[config.mk]
export PLATFORM = sky130hd
export DESIGN_NAME = cla_addsub_pipe
export DESIGN_NICKNAME = d
export VERILOG_FILES = /design/src/rtl/cla_addsub_pipe.sv
export SDC_FILE = /design/constraint.sdc
export NUM_CORES = 1
export LEC_CHECK = 0
export BUFFER_PORTS_ARGS = -buffer_cell sky130_fd_sc_hd__buf_2
export CAP_MARGIN = 20
export CELL_PAD_IN_SITES_DETAIL_PLACEMENT = 0
export CELL_PAD_IN_SITES_GLOBAL_PLACEMENT = 1
export CORE_ASPECT_RATIO = 1.4
export CORE_UTILIZATION = 40
export CTS_BUF_LIST = sky130_fd_sc_hd__clkbuf_8
export DETAILED_ROUTE_END_ITERATION = 16
export GPL_ROUTABILITY_DRIVEN = 1
export GPL_TIMING_DRIVEN = 0
export PLACE_DENSITY_LB_ADDON = 0.1
export SETUP_SLACK_MARGIN = 0.4
export SLEW_MARGIN = 15
export SYNTH_ARGS = -nofsm -noshare
export SYNTH_HDL_FRONTEND = slang
export SYNTH_SLANG_ARGS = --single-unit
[constraint.sdc]
create_clock -name clk -period 7 [get_ports clk]
set_clock_uncertainty 0.15 [all_clocks]
set_input_delay 1.4 -clock clk [delete_from_list [all_inputs] [get_ports clk]]
set_output_delay 1.4 -clock clk [all_outputs]
set_load 0.005 [all_outputs]
[src/rtl/cla_addsub_pipe.sv]
// -----------------------------------------------------------------------------
// cla_addsub_pipe
//
// Pipelined carry-lookahead adder/subtractor for the DSP datapath.
// A WIDTH-bit add or subtract is split into STAGES = WIDTH/GROUP groups. Each
// pipeline stage resolves one GROUP-bit group with a full lookahead carry
// network and registers the group carry-out for the next stage. Operand bits
// that are not yet consumed travel forward with the operation, shrinking by one
// group per stage. Resolved low sum bits travel forward too, growing by one
// group per stage. The last stage detects signed overflow and can saturate.
//
// Parameters
//   WIDTH  : operand/result width, a multiple of GROUP
//   GROUP  : bits resolved per stage
//   SAT_EN : 1 = saturate to the signed limit on overflow, 0 = wrap
//
// Ports
//   clk        clock, rising edge
//   rst        synchronous active-high reset
//   in_valid   operands valid
//   in_ready   operation can be accepted this cycle
//   a, b       operands
//   cin        carry-in for add mode (ignored when sub=1)
//   sub        0: a+b+cin, 1: a-b computed as a+~b+1
//   out_valid  result valid
//   out_ready  downstream accepts the result
//   sum        result, wrapped or saturated
//   cout       raw carry out of the MSB (sub mode: 1 = no borrow)
//   ovf        signed overflow, reported even when the sum is saturated
//
// Latency is STAGES register levels. An operation accepted at edge N is on
// the outputs after edge N+STAGES-1. Throughput is one result per cycle.
// The whole pipe stalls as a unit while the output holds an unaccepted result.
// -----------------------------------------------------------------------------
module cla_addsub_pipe #(
  parameter int WIDTH  = 32,
  parameter int GROUP  = 8,
  parameter bit SAT_EN = 1'b0
) (
  input  logic             clk,
  input  logic             rst,
  input  logic             in_valid,
  output logic             in_ready,
  input  logic [WIDTH-1:0] a,
  input  logic [WIDTH-1:0] b,
  input  logic             cin,
  input  logic             sub,
  output logic             out_valid,
  input  logic             out_ready,
  output logic [WIDTH-1:0] sum,
  output logic             cout,
  output logic             ovf
);

  localparam int STAGES = WIDTH / GROUP;

  if ((GROUP < 1) || (WIDTH < GROUP) || ((WIDTH % GROUP) != 0)) begin : g_bad_params
    $error("cla_addsub_pipe: WIDTH must be a non-zero multiple of GROUP");
  end

  // Lookahead carry network for one group. Every carry c[i] is the flat
  // sum-of-products of the generate/propagate terms below it and the group
  // carry-in, so no carry depends on another carry inside the group.
  function automatic logic [GROUP:0] cla_carries(
    input logic [GROUP-1:0] g,
    input logic [GROUP-1:0] p,
    input logic             c0
  );
    logic [GROUP:0] c;
    logic           term;
    c    = '0;
    c[0] = c0;
    for (int i = 1; i <= GROUP; i++) begin
      // carry-in propagated through every bit below i
      term = c0;
      for (int j = 0; j < i; j++) term = term & p[j];
      c[i] = term;
      // generate at bit j propagated through bits j+1 .. i-1
      for (int j = 0; j < i; j++) begin
        term = g[j];
        for (int m = j + 1; m < i; m++) term = term & p[m];
        c[i] = c[i] | term;
      end
    end
    return c;
  endfunction

  // ---------------------------------------------------------------------------
  // Flow control
  // ---------------------------------------------------------------------------
  logic             w_adv;      // whole pipe moves one step this cycle
  logic             w_accept;   // an input transfer happens this cycle
  logic [WIDTH-1:0] w_bp;       // b or ~b depending on mode
  logic             w_c0;       // carry into group 0

  logic             r_out_valid;
  logic [WIDTH-1:0] r_sum;
  logic             r_cout;
  logic             r_ovf;

  // Last-stage results, ready to be registered into the output.
  logic             w_fin_v;
  logic [WIDTH-1:0] w_fin_sum;
  logic             w_fin_cout;
  logic             w_fin_ovf;

  assign w_adv    = ~r_out_valid | out_ready;
  assign in_ready = w_adv & ~rst;
  assign w_accept = in_valid & in_ready;

  // Subtraction is a + ~b + 1, so the "+1" rides in as the group-0 carry.
  assign w_bp = sub ? ~b : b;
  assign w_c0 = sub | cin;

  // ---------------------------------------------------------------------------
  // Stages. Stage k sees the operand bits from group k upwards (w_a_rem,
  // w_bp_rem), the carry into group k and the resolved sum bits of groups
  // 0..k-1. It resolves group k and hands the rest to stage k+1.
  // ---------------------------------------------------------------------------
  for (genvar k = 0; k < STAGES; k++) begin : g_stg
    localparam int RW = WIDTH - k * GROUP;   // operand bits still unresolved
    localparam int SW = (k + 1) * GROUP;     // sum bits resolved after stage

    logic [RW-1:0]    w_a_rem;
    logic [RW-1:0]    w_bp_rem;
    logic             w_c_in;
    logic             w_v_in;
    logic [GROUP-1:0] w_g;
    logic [GROUP-1:0] w_p;
    logic [GROUP:0]   w_c;
    logic [GROUP-1:0] w_sum_g;
    logic [SW-1:0]    w_s_full;

    assign w_g     = w_a_rem[GROUP-1:0] & w_bp_rem[GROUP-1:0];
    assign w_p     = w_a_rem[GROUP-1:0] ^ w_bp_rem[GROUP-1:0];
    assign w_c     = cla_carries(w_g, w_p, w_c_in);
    assign w_sum_g = w_p ^ w_c[GROUP-1:0];

    if (k == 0) begin : g_src
      assign w_a_rem  = a;
      assign w_bp_rem = w_bp;
      assign w_c_in   = w_c0;
      assign w_v_in   = w_accept;
      assign w_s_full = w_sum_g;
    end else begin : g_src
      assign w_a_rem  = g_stg[k-1].g_mid.r_a_hi;
      assign w_bp_rem = g_stg[k-1].g_mid.r_bp_hi;
      assign w_c_in   = g_stg[k-1].g_mid.r_c;
      assign w_v_in   = g_stg[k-1].g_mid.r_v;
      assign w_s_full = {w_sum_g, g_stg[k-1].g_mid.r_s_lo};
    end

    if (k == STAGES - 1) begin : g_out
      logic w_ovf;

      // Carry into the MSB differs from carry out of the MSB exactly when
      // the signed result does not fit.
      assign w_ovf      = w_c[GROUP] ^ w_c[GROUP-1];
      assign w_fin_v    = w_v_in;
      assign w_fin_cout = w_c[GROUP];
      assign w_fin_ovf  = w_ovf;

      if (SAT_EN) begin : g_sat
        logic w_a_msb;
        // On overflow both operand signs agree, so the sign of a tells which
        // limit was crossed: negative operands clamp to 100..0, positive
        // operands clamp to 011..1.
        assign w_a_msb   = w_a_rem[GROUP-1];
        assign w_fin_sum = w_ovf ? {w_a_msb, {(WIDTH-1){~w_a_msb}}} : w_s_full;
      end else begin : g_wrap
        assign w_fin_sum = w_s_full;
      end
    end else begin : g_mid
      logic [RW-GROUP-1:0] r_a_hi;
      logic [RW-GROUP-1:0] r_bp_hi;
      logic [SW-1:0]       r_s_lo;
      logic                r_c;
      logic                r_v;

      // NOTE: state registers use non-blocking assignments so every stage
      // samples its predecessor's value from before the edge, not the one
      // being written at the same edge.
      always_ff @(posedge clk) begin
        if (rst) begin
          r_v <= 1'b0;
        end else if (w_adv) begin
          r_v <= w_v_in;
        end
      end

      // NOTE: the datapath registers are left out of reset on purpose. A
      // cleared valid bit already marks their contents as meaningless, and
      // skipping the reset keeps it off the wide operand/sum fan-out.
      always_ff @(posedge clk) begin
        if (w_adv) begin
          r_a_hi  <= w_a_rem[RW-1:GROUP];
          r_bp_hi <= w_bp_rem[RW-1:GROUP];
          r_s_lo  <= w_s_full;
          r_c     <= w_c[GROUP];
        end
      end
    end
  end

  // ---------------------------------------------------------------------------
  // Output register. The data fields load only with a valid result, so a
  // bubble keeps the last result on the bus while out_valid reads 0.
  // ---------------------------------------------------------------------------
  always_ff @(posedge clk) begin
    if (rst) begin
      r_out_valid <= 1'b0;
      r_sum       <= '0;
      r_cout      <= 1'b0;
      r_ovf       <= 1'b0;
    end else if (w_adv) begin
      r_out_valid <= w_fin_v;
      if (w_fin_v) begin
        r_sum  <= w_fin_sum;
        r_cout <= w_fin_cout;
        r_ovf  <= w_fin_ovf;
      end
    end
  end

  assign out_valid = r_out_valid;
  assign sum       = r_sum;
  assign cout      = r_cout;
  assign ovf       = r_ovf;

endmodule
==> metrics.csv, run 1 <==
metric,value,unit
outcome,"complete, no violations",
global-route usage over all layers,0.1372,
Post-synth EDFFs,147,
Critical Path End Type,output port,
CP arrival,2.15,ns
total grt overflow,0,
"Max FO, Critical Path",10,
final worst path period share,0.5287,
hold slack,0.2668,ns
DRC,0,
Worst-path clk slew,0.09,ns
sequential area share after synthesis,0.7163,
RR Startpoint,out_valid$_SDFFE_PP0N_,
DPL Wire Length,8.135,mm
main combinational cell family by area after synthesis,adder cells,
# diodes,0,
CTS Root Cell,clkbuf_8,
Tot Pwr,2.305,mW
worst-path cell chain,"buf_2, clkbuf_1, nor2_1, buf_2",
Max VDD drop,0.1195,mV
max_cap viols,0,
Seq cells post-synth,185,
RSZ-0062 raised after global routing,false,
cell depth of the worst hold path,0,
most frequent cells in the layout,"edfxtp_1, buf_2, nand2_1",
fmax,270.2,MHz
via/cell ratio,4.577,
Pwr Density,273.0,nW/um^2
max-slew violations,0,
R2R depth,8,
largest net degree at the start of global routing,79,
"antenna viol nets, final",0,
classification of the worst setup path,in -> out,
Pre-Repair DR Iteration Count,4,
Layout Nets,727,
simple-gate share of the synthesized area,0.07187,
Initial Util,0.4118,
FF-to-FF End,sum[28]$_SDFFE_PP0P_,
proportion of layout cells with a drive suffix above 1,0.2381,
Hold EP,g_stg[2].g_mid.r_bp_hi[1]$_DFFE_PN_,
hold-fix buffers at CTS,0,
final-report setup violation count,0,
CTS tree,done,
Die Wd,115.6,microns
1st-iter DRT viols,139,
Synth Area in Adders,0.07343,
Slew @ Worst Pin,0.5394,ns
setup bufs post-CTS,0,
vias,3964,
Port Buffer Count,104,
synth unique cells,38,
slowest CP cell,clkbuf_1,
R2R Setup Slk,4.53,ns
dpl cell area,8075,sq um
cell mode on critical path,buf_2,
Syn Inst Count,493,
DIE HEIGHT,161.0,microns
WP data required,5.45,ns
"commonest non-fill, non-tap cell in the layout",edfxtp_1,
clock sinks,185,
Area Growth Syn to Fin,16.89,%
first-pass GRT wire length,18.97,mm
FP Rows,57,
core footprint,17540,sq um
Ys Warns,0,
routed len/inst,13.51,microns
routability cong.,0.7325,
worst hold path startpoint,g_stg[1].g_mid.r_bp_hi[9]$_DFFE_PN_,
syn_area_per_cell,14.65,sq um
compound-cell area share of the yosys netlist,0.06547,
count of final hold-check violations,0,
Synth Area in XOR/XNOR,0.05940,
initial antenna violation count,0,
fin area,8444,sq um
vias in the first global route,3957,
normalized max-slew margin,0.6404,
CTS Buffer Depth,2,
post-route minimum period,3.701,ns
mux cell area share after synthesis,0.001386,
TritonCTS buffer count,17,
CTS H-Tree Depth,4,
CP startpoint kind,primary input,
"Primary FF master, synth",edfxtp_1,
post-cts resize count,0,
Slowest Stage Delay on Critical Path,0.38,ns
utilization after layout,0.4813,
Mapped Nets,603,
Hold Path Class,reg -> reg,
drt total wl,11.70,mm
P_leak,3.426,nW
I/O pin count,106,
ys async rst share,0,
worst skew pair latency,0.44,ns
Fin Setup TNS,0,ns
mapped cell area,7224,sq um
die area,18610,sq um
## layer usage
layer | part of all wire | up-vias | GRT usage
li1 | - | 2031 | -
met1 | 0.41 | 1841 | 0.1537
met2 | 0.53 | 81 | 0.2360
met3 | 0.047 | 11 | 0.04615
met4 | 0.013 | 0 | 0.05667
met5 | 0 | - | 0
## power breakdown
group | total, mW | leakage [nW] | internal, mW | switching [mW]
Sequential | 1.41 | 1.86 | 1.37 | 0.0441
Clock | 0.661 | 0.177 | 0.291 | 0.370
Combinational | 0.235 | 1.39 | 0.113 | 0.122
Total | 2.30 | 3.43 | 1.77 | 0.536
## sequential cells by signal (all words and copies together) (netlist names)
| name | cells |
|---|---|
| cout | 1 |
| g_stg.g_mid.r_a_hi | 48 |
| g_stg.g_mid.r_bp_hi | 48 |
| g_stg.g_mid.r_c | 3 |
| g_stg.g_mid.r_s_lo | 48 |
| g_stg.g_mid.r_v | 3 |
| out_valid | 1 |
| ovf | 1 |
| sum | 32 |
## worst max-delay path: cells and delay by family
| family | cells | cell delay (ns) |
|---|---|---|
| simple gates | 1 | 0.10 |
| buf+inv | 3 | 0.64 |
## logic make-up (layout without fill, tap and decap cells)
family	Yosys count	in the layout
flops	185	185
simple gates	122	122
compound gates	76	76
xor+xnor	49	49
fa+ha+maj	40	40
buf+inv	20	157
mux	1	1
## metrics by stage
stage / setup WS (ns) / cells
2_1_floorplan: 0.9809 / 493
3_3_place_gp: -0.8887 / 833
3_5_place_dp: 3.123 / 834
4_1_cts: 3.248 / 866
5_1_grt: 3.161 / 866
6_report: 3.299 / 866
## layout make-up
| class | instances | area [sq um] |
|---|---|---|
| fillers | 1595 | 9100 |
| plain buffers | 15 | 68.82 |
| flip-flops and latches | 185 | 5175 |
| clock inverters | 14 | 121.4 |
| clock buffers | 18 | 247.7 |
| inverters | 5 | 26.28 |
| repair buffers | 105 | 548.0 |
| multi-input cells | 288 | 1962 |
| well taps | 236 | 295.3 |
## how the worst max path moves through the flow
stage | startpoint | to | slack (ns) | depth (start not counted)
2_1_floorplan | out_ready | sum[27]$_SDFFE_PP0P_ | 0.98 | 5
4_1_cts | rst | in_ready | 3.25 | 4
3_3_place_gp | out_ready | sum[27]$_SDFFE_PP0P_ | -0.89 | 6
6_report | rst | in_ready | 3.30 | 4
5_1_grt | rst | in_ready | 3.16 | 4
3_5_place_dp | sub | g_stg[0].g_mid.r_c$_DFFE_PN_ | 3.12 | 9
## synthesized netlist by cell type, drive strengths merged (3+ instances only)
| library cell | count | area [sq um] |
|---|---|---|
| inv | 5 | 18.77 |
| nor2 | 21 | 83.83 |
| a21oi | 38 | 190.2 |
| o21ai | 8 | 40.04 |
| nand3 | 5 | 25.02 |
| xnor2 | 9 | 78.83 |
| edfxtp | 147 | 4414 |
| nor3 | 5 | 25.02 |
| buf | 10 | 50.05 |
| nand2b | 5 | 31.28 |
| clkbuf | 5 | 18.77 |
| o211ai | 3 | 22.52 |
| or3 | 4 | 25.02 |
| a41o | 3 | 30.03 |
| xor2 | 40 | 350.3 |
| nand2 | 75 | 281.5 |
| fa | 4 | 80.08 |
| o21a | 7 | 52.55 |
| ha | 36 | 450.4 |
| a211oi | 6 | 45.04 |
| dfxtp | 38 | 760.7 |
(Power assumes the default switching activity.)
==> run 2, diff against run 1 <==
==> constraint.sdc (replaced) <==
create_clock -name clk -period 3.05 [get_ports clk]
set_clock_uncertainty 0.15 [all_clocks]
set_input_delay 0.61 -clock clk [delete_from_list [all_inputs] [get_ports clk]]
set_output_delay 0.61 -clock clk [all_outputs]
set_load 0.005 [all_outputs]
==> run 2 against run 1 <==
Sequential power grew 130%. First-iteration DRC count is 11% higher. Hold slack worse by 0.084 ns. Non-clock buffer count increased by 3. Worst setup slack got worse by 2.7 ns. Die area stayed put. Cell count rose by 0.35%. Count of clock-buffer cells in the layout is the same. Cell area up 1.1%. Core utilization up 0.54 points. Sequential share of layout area down 0.68 points. Wire length grew 1.7%. Critical path type is now reg -> reg. Critical endpoint is now ovf$_SDFFE_PP0P_.
==> metrics.csv, run 2 (synthesis gave the netlist of run 1 again) <==
metric,value,unit
Hold Path Class,in -> reg,
CP arrival,2.63,ns
worst skew pair latency,0.45,ns
Critical Path End Type,flop,
RR Startpoint,g_stg[2].g_mid.r_a_hi[0]$_DFFE_PN_,
Max VDD drop,0.2602,mV
# diodes,0,
post-route minimum period,2.419,ns
Regs by FF count,"g_stg.g_mid.r_a_hi: 48 flops, g_stg.g_mid.r_bp_hi: 48 flops, g_stg.g_mid.r_s_lo: 48 flops",
RSZ-0062 raised after global routing,false,
die area,18610,sq um
crit path launch,g_stg[2].g_mid.r_a_hi[0]$_DFFE_PN_,
I/O pin count,106,
Port Buffer Count,104,
vias in the first global route,4100,
P_leak,3.495,nW
hold-fix buffers at CTS,0,
Tot Pwr,5.300,mW
outcome,"complete, no violations",
final-report setup violation count,0,
global-route usage over all layers,0.1397,
classification of the worst setup path,reg -> reg,
worst setup margin,0.6314,ns
CTS Root Cell,clkbuf_8,
pre-CTS setup slack,0.04224,ns
clock sinks,185,
DIE HEIGHT,161.0,microns
max-slew violations,0,
Pwr Density,620.6,nW/um^2
first-pass GRT wire length,19.44,mm
R2R Setup Slk,0.63,ns
max_cap viols,0,
Pre-Repair DR Iteration Count,4,
R2R depth,7,
initial antenna violation count,0,
Fin Setup TNS,0,ns
"Max FO, Critical Path",5,
final worst path period share,0.7930,
Area Growth Syn to Fin,18.20,%
FP Rows,57,
normalized max-slew margin,0.6508,
TritonCTS buffer count,17,
CTS tree,done,
fin area,8539,sq um
CP startpoint kind,flop,
Initial Util,0.4118,
crit path to,ovf$_SDFFE_PP0P_,
"antenna viol nets, final",0,
worst hold path startpoint,a[21],
"commonest non-fill, non-tap cell in the layout",edfxtp_1,
Slew @ Worst Pin,0.5239,ns
largest net degree at the start of global routing,39,
count of final hold-check violations,0,
Layout Nets,730,
drt total wl,11.90,mm
FF-to-FF End,ovf$_SDFFE_PP0P_,
dpl cell area,8169,sq um
routability cong.,0.7300,
fmax,413.5,MHz
CTS Buffer Depth,2,
core footprint,17540,sq um
setup bufs post-CTS,0,
total grt overflow,0,
Die Wd,115.6,microns
CTS H-Tree Depth,4,
1st-iter DRT viols,154,
routed len/inst,13.69,microns
post-cts resize count,0,
WP data required,3.26,ns
vias,4042,
DPL Wire Length,8.477,mm
proportion of layout cells with a drive suffix above 1,0.2417,
most frequent cells in the layout,"edfxtp_1, buf_2, nand2_1",
via/cell ratio,4.651,
Worst-path clk slew,0.09,ns
DRC,0,
==> run 2: changes by cell type in the layout (fill, tap and decap cells not counted), sizes merged <==
cell,before,now
buf,115,118
bufinv,1,2
clkinv,6,4
clkinvlp,4,3
inv,8,10
==> run 2: critical path, cell delays in order (launching register included) <==
cell and delay, ns:
edfxtp_1 0.44, ha_1 0.32, ha_1 0.20, o211ai_1 0.36
a21boi_2 0.14, a211o_1 0.36, mux2i_1 0.16, a211oi_2 0.21
==> run 2: how the worst min path moves through the flow <==
stage,to,slack [ns],cells after the start
2_1_floorplan,g_stg[1].g_mid.r_a_hi[0]$_DFFE_PN_,0.25,0
3_3_place_gp,g_stg[1].g_mid.r_s_lo[6]$_DFFE_PN_,0.25,0
3_5_place_dp,g_stg[1].g_mid.r_bp_hi[14]$_DFFE_PN_,0.25,0
4_1_cts,g_stg[0].g_mid.r_a_hi[13]$_DFFE_PN_,0.14,1
5_1_grt,g_stg[0].g_mid.r_a_hi[6]$_DFFE_PN_,0.13,1
6_report,g_stg[0].g_mid.r_a_hi[13]$_DFFE_PN_,0.18,1
==> run 2: power by group <==
group	internal (mW)	total, mW	switching, mW
clock network	0.728	1.51	0.784
logic	0.265	0.553	0.288
registers	3.13	3.23	0.101
total	4.13	5.30	1.17
==> run 2: layout make-up <==
type	count	area (sq um)
tap	236	295.3
clock buffer	18	247.7
sequential	185	5175
buffer	15	103.9
inverter	5	22.52
fill	1616	9005
multi-input combinational	288	1973
clock inverter	14	121.4
timing repair buffer	108	600.6
==> run 2: metal layers <==
metal / global-route usage / part of all wire / vias up
met5: 0 / 0 / -
met4: 0.05490 / 0.017 / 0
met3: 0.04690 / 0.050 / 12
met2: 0.2482 / 0.53 / 81
met1: 0.1503 / 0.41 / 1916
li1: - / - / 2033
==> run 2: through the flow <==
step / hold slack, ns / std cells / utilization
after floorplan: 0.2503 / 493 / -
after global placement: 0.2503 / 833 / 0.4611
after detailed placement: 0.2545 / 837 / 0.4656
after CTS: 0.1380 / 869 / 0.4867
after global routing: 0.1338 / 869 / 0.4867
final: 0.1826 / 869 / 0.4867
